## src/rtl/cdb_arbiter.sv

```systemverilog
// -----------------------------------------------------------------------------
// cdb_arbiter
//   Common data bus arbiter. Two result producers (ALU and load/store buffer)
//   each feed a small FIFO; one queue head per cycle is granted onto the
//   registered broadcast bus.
//
//   Configuration macro: CDB_LSB_PRIORITY_EN
//     undefined (default) : round-robin between the sources when both queues
//                           hold entries; a single non-empty queue is always
//                           granted.
//     defined             : fixed priority, the LSB queue wins whenever it is
//                           non-empty; the round-robin pointer has no effect.
//
//   Ports
//     clk_in       : clock, all state changes on the rising edge
//     rst_in       : asynchronous active-low reset
//     rdy_in       : global enable; low freezes every register
//     rob_clear    : flush; empties both queues, drops the bus, rr back to ALU
//     alu_valid/alu_rob_id/alu_value/alu_new_pc : ALU result input
//     alu_ready    : ALU queue not full (registered)
//     lsb_valid/lsb_rob_id/lsb_value            : LSB result input
//     lsb_ready    : LSB queue not full (registered)
//     cdb_valid/cdb_rob_id/cdb_value/cdb_new_pc/cdb_src : broadcast bus
//                    (cdb_src 0 = ALU, 1 = LSB; cdb_new_pc is 0 for LSB)
// -----------------------------------------------------------------------------
module cdb_arbiter #(
    parameter int ROB_W  = 4,
    parameter int QDEPTH = 2
) (
    input  logic             clk_in,
    input  logic             rst_in,
    input  logic             rdy_in,
    input  logic             rob_clear,
    input  logic             alu_valid,
    input  logic [ROB_W-1:0] alu_rob_id,
    input  logic [31:0]      alu_value,
    input  logic [31:0]      alu_new_pc,
    output logic             alu_ready,
    input  logic             lsb_valid,
    input  logic [ROB_W-1:0] lsb_rob_id,
    input  logic [31:0]      lsb_value,
    output logic             lsb_ready,
    output logic             cdb_valid,
    output logic [ROB_W-1:0] cdb_rob_id,
    output logic [31:0]      cdb_value,
    output logic [31:0]      cdb_new_pc,
    output logic             cdb_src
);

    localparam int PW = (QDEPTH > 1) ? $clog2(QDEPTH) : 1;
    localparam int CW = PW + 1;
    localparam logic [CW-1:0] FULL_CNT = CW'(QDEPTH);
    localparam logic [PW-1:0] PTR_ONE  = PW'(1);

    // Queue payload storage (validity is tracked by the counters only)
    logic [ROB_W-1:0] r_alu_rob [QDEPTH];
    logic [31:0]      r_alu_val [QDEPTH];
    logic [31:0]      r_alu_pc  [QDEPTH];
    logic [ROB_W-1:0] r_lsb_rob [QDEPTH];
    logic [31:0]      r_lsb_val [QDEPTH];

    // Queue control
    logic [PW-1:0] r_alu_wp;
    logic [PW-1:0] r_alu_rp;
    logic [CW-1:0] r_alu_cnt;
    logic          r_alu_full;
    logic [PW-1:0] r_lsb_wp;
    logic [PW-1:0] r_lsb_rp;
    logic [CW-1:0] r_lsb_cnt;
    logic          r_lsb_full;
    logic          r_rr;

    // Bus registers
    logic             r_cdb_valid;
    logic [ROB_W-1:0] r_cdb_rob_id;
    logic [31:0]      r_cdb_value;
    logic [31:0]      r_cdb_new_pc;
    logic             r_cdb_src;

    // Combinational decisions
    logic          w_alu_ne;
    logic          w_lsb_ne;
    logic          w_gnt_alu;
    logic          w_gnt_lsb;
    logic          w_alu_enq;
    logic          w_lsb_enq;
    logic [CW-1:0] w_alu_cnt_nxt;
    logic [CW-1:0] w_lsb_cnt_nxt;

    // Arbitration: pick at most one non-empty queue head
    always_comb begin
        w_alu_ne  = (r_alu_cnt != {CW{1'b0}});
        w_lsb_ne  = (r_lsb_cnt != {CW{1'b0}});
        w_gnt_alu = 1'b0;
        w_gnt_lsb = 1'b0;
`ifdef CDB_LSB_PRIORITY_EN
        if (w_lsb_ne) begin
            w_gnt_lsb = 1'b1;
        end else begin
            w_gnt_alu = w_alu_ne;
        end
`else
        if (w_alu_ne && w_lsb_ne) begin
            w_gnt_alu = ~r_rr;
            w_gnt_lsb = r_rr;
        end else begin
            w_gnt_alu = w_alu_ne;
            w_gnt_lsb = w_lsb_ne;
        end
`endif
    end

    // Enqueue qualification and next occupancy (ready depends only on full)
    always_comb begin
        w_alu_enq     = alu_valid & ~r_alu_full;
        w_lsb_enq     = lsb_valid & ~r_lsb_full;
        w_alu_cnt_nxt = r_alu_cnt + {{(CW-1){1'b0}}, w_alu_enq}
                                  - {{(CW-1){1'b0}}, w_gnt_alu};
        w_lsb_cnt_nxt = r_lsb_cnt + {{(CW-1){1'b0}}, w_lsb_enq}
                                  - {{(CW-1){1'b0}}, w_gnt_lsb};
    end

    // Payload writes; a flush or stall blocks them like any other state change
    always_ff @(posedge clk_in) begin
        if (rdy_in && !rob_clear) begin
            if (w_alu_enq) begin
                r_alu_rob[r_alu_wp] <= alu_rob_id;
                r_alu_val[r_alu_wp] <= alu_value;
                r_alu_pc[r_alu_wp]  <= alu_new_pc;
            end
            if (w_lsb_enq) begin
                r_lsb_rob[r_lsb_wp] <= lsb_rob_id;
                r_lsb_val[r_lsb_wp] <= lsb_value;
            end
        end
    end

    // Queue pointers, counters, full flags, round-robin pointer and bus
    always_ff @(posedge clk_in or negedge rst_in) begin
        if (!rst_in) begin
            r_alu_wp     <= {PW{1'b0}};
            r_alu_rp     <= {PW{1'b0}};
            r_alu_cnt    <= {CW{1'b0}};
            r_alu_full   <= 1'b0;
            r_lsb_wp     <= {PW{1'b0}};
            r_lsb_rp     <= {PW{1'b0}};
            r_lsb_cnt    <= {CW{1'b0}};
            r_lsb_full   <= 1'b0;
            r_rr         <= 1'b0;
            r_cdb_valid  <= 1'b0;
            r_cdb_rob_id <= {ROB_W{1'b0}};
            r_cdb_value  <= 32'h0000_0000;
            r_cdb_new_pc <= 32'h0000_0000;
            r_cdb_src    <= 1'b0;
        end else if (rdy_in) begin
            if (rob_clear) begin
                r_alu_wp    <= {PW{1'b0}};
                r_alu_rp    <= {PW{1'b0}};
                r_alu_cnt   <= {CW{1'b0}};
                r_alu_full  <= 1'b0;
                r_lsb_wp    <= {PW{1'b0}};
                r_lsb_rp    <= {PW{1'b0}};
                r_lsb_cnt   <= {CW{1'b0}};
                r_lsb_full  <= 1'b0;
                r_rr        <= 1'b0;
                r_cdb_valid <= 1'b0;
            end else begin
                if (w_alu_enq) begin
                    r_alu_wp <= r_alu_wp + PTR_ONE;
                end
                if (w_lsb_enq) begin
                    r_lsb_wp <= r_lsb_wp + PTR_ONE;
                end
                r_alu_cnt  <= w_alu_cnt_nxt;
                r_alu_full <= (w_alu_cnt_nxt == FULL_CNT);
                r_lsb_cnt  <= w_lsb_cnt_nxt;
                r_lsb_full <= (w_lsb_cnt_nxt == FULL_CNT);
                // rr only advances when both sources were competing
                if (w_alu_ne && w_lsb_ne) begin
                    r_rr <= ~r_rr;
                end
                if (w_gnt_alu) begin
                    r_alu_rp     <= r_alu_rp + PTR_ONE;
                    r_cdb_valid  <= 1'b1;
                    r_cdb_rob_id <= r_alu_rob[r_alu_rp];
                    r_cdb_value  <= r_alu_val[r_alu_rp];
                    r_cdb_new_pc <= r_alu_pc[r_alu_rp];
                    r_cdb_src    <= 1'b0;
                end else if (w_gnt_lsb) begin
                    r_lsb_rp     <= r_lsb_rp + PTR_ONE;
                    r_cdb_valid  <= 1'b1;
                    r_cdb_rob_id <= r_lsb_rob[r_lsb_rp];
                    r_cdb_value  <= r_lsb_val[r_lsb_rp];
                    r_cdb_new_pc <= 32'h0000_0000;
                    r_cdb_src    <= 1'b1;
                end else begin
                    r_cdb_valid  <= 1'b0;
                end
            end
        end
    end

    assign alu_ready  = ~r_alu_full;
    assign lsb_ready  = ~r_lsb_full;
    assign cdb_valid  = r_cdb_valid;
    assign cdb_rob_id = r_cdb_rob_id;
    assign cdb_value  = r_cdb_value;
    assign cdb_new_pc = r_cdb_new_pc;
    assign cdb_src    = r_cdb_src;

endmodule

```

## config.mk

```make
export PLATFORM = sky130hd
export DESIGN_NAME = cdb_arbiter
export DESIGN_NICKNAME = d
export VERILOG_FILES = /design/src/rtl/cdb_arbiter.sv
export SDC_FILE = /design/constraint.sdc
export NUM_CORES = 1
export LEC_CHECK = 0
export ABC_AREA = 1
export BUFFER_PORTS_ARGS = -buffer_cell sky130_fd_sc_hd__clkbuf_2
export CORE_MARGIN = 3
export CORE_UTILIZATION = 54
export CTS_BUF_LIST = sky130_fd_sc_hd__clkbuf_4 sky130_fd_sc_hd__clkbuf_8 sky130_fd_sc_hd__clkbuf_16
export DETAILED_ROUTE_END_ITERATION = 16
export GPL_TIMING_DRIVEN = 0
export PLACE_DENSITY = 0.77
export SLEW_MARGIN = 20
export SYNTH_ARGS = -nofsm -noshare
export SYNTH_HDL_FRONTEND = slang
export SYNTH_SLANG_ARGS = --single-unit
```

## constraint.sdc

```tcl
create_clock -name clk_in -period 4.6 [get_ports clk_in]
set_input_delay 0.23 -clock clk_in [delete_from_list [all_inputs] [get_ports clk_in]]
set_output_delay 0.23 -clock clk_in [all_outputs]
set_load 0.02 [all_outputs]
```

======== Word-level counts from Yosys, hierarchy flattened ========
Memory sizes are Yosys's and may differ from the RTL's.
Cells that the tools add are included.
word-level totals
  memory bits (read-only) ................. 0
  RAM bits ................................ 208
  input port bits ......................... 110
  register bits after elaboration ......... 81
  latch bits .............................. 0
  memories kept ........................... 5
memory list
  memory     depth  width  read ports  clocked after memory_dff  wr ports  RTL line  RTL
  r_alu_pc   2      32     1           0                         1         58        logic [31:0] r_alu_pc [QDEPTH];
  r_alu_val  2      32     1           0                         1         57        logic [31:0] r_alu_val [QDEPTH];
  r_lsb_val  2      32     1           0                         1         60        logic [31:0] r_lsb_val [QDEPTH];
  r_alu_rob  2      4      1           0                         1         56        logic [ROB_W-1:0] r_alu_rob [QDEPTH];
  r_lsb_rob  2      4      1           0                         1         59        logic [ROB_W-1:0] r_lsb_rob [QDEPTH];
cells by class
  add/sub/neg operators ................... 8
  shifts and indexed selects .............. 0
  bitwise gates (word level) .............. 6
  divide/modulo/power cells ............... 0
  multiply operators ...................... 0
  order comparisons ....................... 0
  reductions and logical operators ........ 17
  multiplexer cells ....................... 34
  equal/unequal tests ..................... 3
operators with widths
  operator                                     count
  two-way mux 32 bit                           4
  two-way mux 1 bit                            26
  nonzero test 2 bit                           8
  two-way mux 4 bit                            2
  AND reduction 2 bit                          4
  AND reduction 3 bit                          2
  adder 1 bit (second input constant)          4
  adder 2 x 1 -> 2 bit                         2
  equality test 2 bit (second input constant)  2
  two-way mux 2 bit                            2
  NOT 1 bit                                    4
  subtractor 2 x 1 -> 2 bit                    2
  AND 1 bit                                    2
  logical AND 1 bit                            2
  != test 2 bit (second input constant)        1
  zero test 1 bit                              1

======== Logic depth before layout (Yosys ltp) ========
  word-level depth ........................ 6
  gate-level depth with buffers ........... 12
  mapped depth without buffers ............ 11

======== Worst setup path after synthesis ========
OpenSTA, ideal clock, no wires.
  kind .................................... input to register
  from .................................... in rdy_in
  to ...................................... mem r_alu_pc[0][0], enable pin
  stages on the path ...................... 6
  path slack .............................. 0.446 ns
  setup time .............................. 0.495 ns
  data required time ...................... 4.105 ns
  path buffers ............................ 2
  arrival ................................. 3.660 ns
  path through ............................ buf_4 inv_2 nor2_4 buf_4 nand3_1 nor2_1
between the ends
  longest elaborated chain between the ends .. 3
ends and longest elaborated chain
  item                                     RTL line  RTL
  from (decl)                              32        input logic rdy_in,
  logical AND 1 bit                        125       if (rdy_in && !rob_clear) begin
  two-way mux 1 bit                        125
  two-way mux 1 bit (not written as such)  129       r_alu_pc[r_alu_wp] <= alu_new_pc;
  to (decl)                                58
No other way between the ends.

======== Worst setup path in the final report ========
  from .................................... in rdy_in
  to ...................................... mem r_alu_val[1][11], enable pin
between the ends
  longest elaborated chain between the ends .. 3
ends and longest elaborated chain
  item                                     RTL line  RTL
  logical AND 1 bit                        125
  two-way mux 1 bit                        125
  two-way mux 1 bit (not written as such)  128       r_alu_val[r_alu_wp] <= alu_value;
  to (decl)                                57
No other way between the ends.

==> impl_metrics.csv <==
group,metric,value,unit
clock_network,tritoncts,"yes",
clock_network,clock_latency,530,ps
cells_and_area,drive_gt1_frac,0.2160,
pwr,pwr_density_cell,576.8,nW/um^2
route,drt_wl_total,28250,um
timing,finalSetupViolations,0,
placed_design,gp_congestion,0.8503,
cells_and_area,syn_to_final_growth,31.32,%
timing,relSlewSlack,0.5129,
critical_path,path_delay_family,"buffers and inverters",
yosys,mappedNetlistArea,11280,um^2
global_routing,antenna_found_initial,1,
run_status,status,"finished clean",
global_routing,gr-total-overflow,0,
clock_network,cts-buffers-inserted,29,
yosys,avgSynthCellArea,11.38,um^2
route,drt-wirelength-per-cell,17.56,um
global_routing,grt_first_pass_wirelength,43110,um
placed_design,port_buffers,180,
route,vias,8406,
critical_path,crit_chain,"dlygate4sd3_1 -> buf_4 -> inv_2 -> nor2_4 -> buf_4 -> nand3_1 -> nor2_4 -> buf_16 -> buf_12 -> buf_16",
clock_network,clock_tree.buffer_depth,3,
yosys,yosysWarnings,0,
timing,drv_slew,0,
pwr,p_leak,0.006579,uW
yosys,yosysSeqAreaShare,0.7336,
yosys,ys_ff_latch,289,
floorplan,rows,52,
clock_network,htreeDepth,1,
pwr,seq_power_share,0.404,
critical_path,required,4840,ps
yosys,synth_ff_type,"edfxtp_1",
yosys,synthTopCellsByArea,"edfxtp_1 55%, dfrtp_1 18%, nand2_1 15%",
timing,timing.final.crit_share,0.5461,
critical_path,worst_ep_arrival_time,2750,ps
floorplan,die_w,150.5,um
yosys,synth_common_cells,"438 x nand2_1, 208 x edfxtp_1, 113 x nand3_1",
timing,fin_skew,19.79,ps
critical_path,cp_slowest_stage_delay,530,ps
yosys,synth_edf_count,208,
yosys,syn_nets,1105,
critical_path,cp_slowest_cell,"dlygate4sd3_1",
pwr,power_switching,3040,uW
critical_path,worstPathMaxFanout,24,
global_routing,grt_max_degree,82,
placed_design,dp.cells,1449,
flow_run,drv_cap,0,
clock_network,root_buffer,"clkbuf_16",
critical_path,worstSetupEndpointType,"flip-flop",
global_routing,grt_pass1_vias,8151,
placed_design,hpwl,17870,um
worst_hold_path,min_path_type,"input port to flip-flop",
route,via_per_inst,5.224,
pwr,clkPwrFrac,0.283,
critical_path,crit_type,"input port to flip-flop",
floorplan,ioPinCount,182,
cells_and_area,nNetsFinal,1430,
yosys,postSynthCellCount,991,
yosys,synth.most_common_cell,"nand2_1",
route,ant_nets,0,
yosys,synth_area_leader_cell,"edfxtp_1",
timing,max_freq,398.1,MHz
yosys,synth_top_cell_area_share,0.5539,
floorplan,dieArea,22650,um^2
floorplan,start_util,0.5538,
yosys,async_flop_share,0.2803,
timing,grt_setup_unrepaired,"no",
critical_path,r2r_slack,2310,ps
timing,final_hold_viol_count,0,
route,drt_iter0_drc,600,
cells_and_area,utilization,0.7272,
pwr,swShare,0.3559,
timing,worst_pin_slew,730.7,ps
floorplan,chipHeight,150.5,um
pwr,p_int,5501,uW
route,first_pass_iters,5,
pwr,irDropWorstVdd,378.4,uV
clock_network,path_clk_slew,70,ps
route,drc,0,
critical_path,cp-start-kind,"input port",
global_routing,track_usage,0.2470,
clock_network,cts_num_sinks,289,
pwr,power_frac_comb,0.313,
critical_path,path_buf_inv,7,
cells_and_area,stdcell_count,1609,
yosys,netlist-cell-type-count,21,
timing,period_needed,2512,ps
floorplan,core,20360,um^2
pwr,p_total,8541,uW
timing,holdWs,86.48,ps
-- worst paths after layout --
path	from	to	cells after the start
max	rdy_in	r_alu_val[1][11]	10
min	rob_clear	r_rr	4
max reg2reg	r_alu_cnt[1]	r_alu_cnt[1]	11
min reg2reg	r_alu_full	r_alu_full	2
max in group asynchronous	rst_in	cdb_value[25]	2
min in group asynchronous	rst_in	cdb_new_pc[26]	2
-- worst min-delay path, cell delays in order --
cell and delay (ps):
clkbuf_2 110, nand2_1 120, nand2_1 90, nor2_1 30
-- final cells by class --
cell class | count | area (um^2)
sequential | 289 | 8273
clock inverter | 12 | 141.4
buffer | 57 | 265.3
inverter | 23 | 86.33
clock buffer | 41 | 859.6
antenna | 1 | 2.502
fill | 1367 | 5555
timing repair buffer | 294 | 2161
tap | 270 | 337.8
multi-input combinational | 622 | 2683
-- metal layers --
| metal | global-route usage | up-vias | wire, um |
|---|---|---|---|
| li1 | - | 4026 | - |
| met1 | 0.3362 | 4001 | 11490 |
| met2 | 0.4180 | 327 | 14220 |
| met3 | 0.03793 | 52 | 1826 |
| met4 | 0.06999 | 0 | 720 |
| met5 | 0 | - | 0 |
-- registers in the layout, summed over array words and instances (netlist names) --
register,flops
r_lsb_val,64
r_alu_full,1
r_lsb_rob,8
cdb_valid,1
r_lsb_cnt,2
r_alu_rob,8
r_lsb_full,1
cdb_src,1
r_alu_cnt,2
r_alu_val,64
cdb_value,32
r_alu_rp,1
r_lsb_rp,1
r_lsb_wp,1
r_alu_wp,1
r_rr,1
cdb_rob_id,4
r_alu_pc,64
cdb_new_pc,32
-- through the flow --
| stage | TNS, ps | setup WS (ps) | instance area [um^2] |
|---|---|---|---|
| final | 0 | 2088 | 14810 |
| after global routing | 0 | 1972 | 14810 |
| after CTS | 0 | 2107 | 14810 |
| after detailed placement | 0 | 2111 | 12740 |
| after global placement | -176040 | -1304 | 12520 |
| after floorplan | 0 | 445.7 | 11280 |
-- cells by family after synthesis --
kind of cell,share of synthesized area
compound gates,0.006657
flops,0.7336
simple gates,0.2241
fa+ha+maj,0.004438
buf+inv,0.03118
-- placed cells by master, fill, tap and decap left out, drive strengths merged, types with 4 or more instances in the layout --
cell type and instances:
buf 43, clkbuf 243, clkinv 7, dfrtp 81, dlygate4sd3 106, edfxtp 208
ha 4, inv 24, nand2 441, nand3 113, nand4 39, nor2 12
o21ai 7
-- power groups by stage --
stage	clock, uW	sequential, uW	combinational, uW
global route	2570	3490	2950
global placement	0	3500	2480
detailed placement	0	3480	2570
CTS	2450	3440	2650
finish	2420	3450	2670
floorplan	0	3790	1320
-- repair_timing --
item / CTS / global route
hold buffers: 106 / 0
setup buffers: 0 / 0
resized for setup: 0 / 0
hold endpoints to repair: 292 / 0
Note: power is estimated with default switching activity, not from simulation.
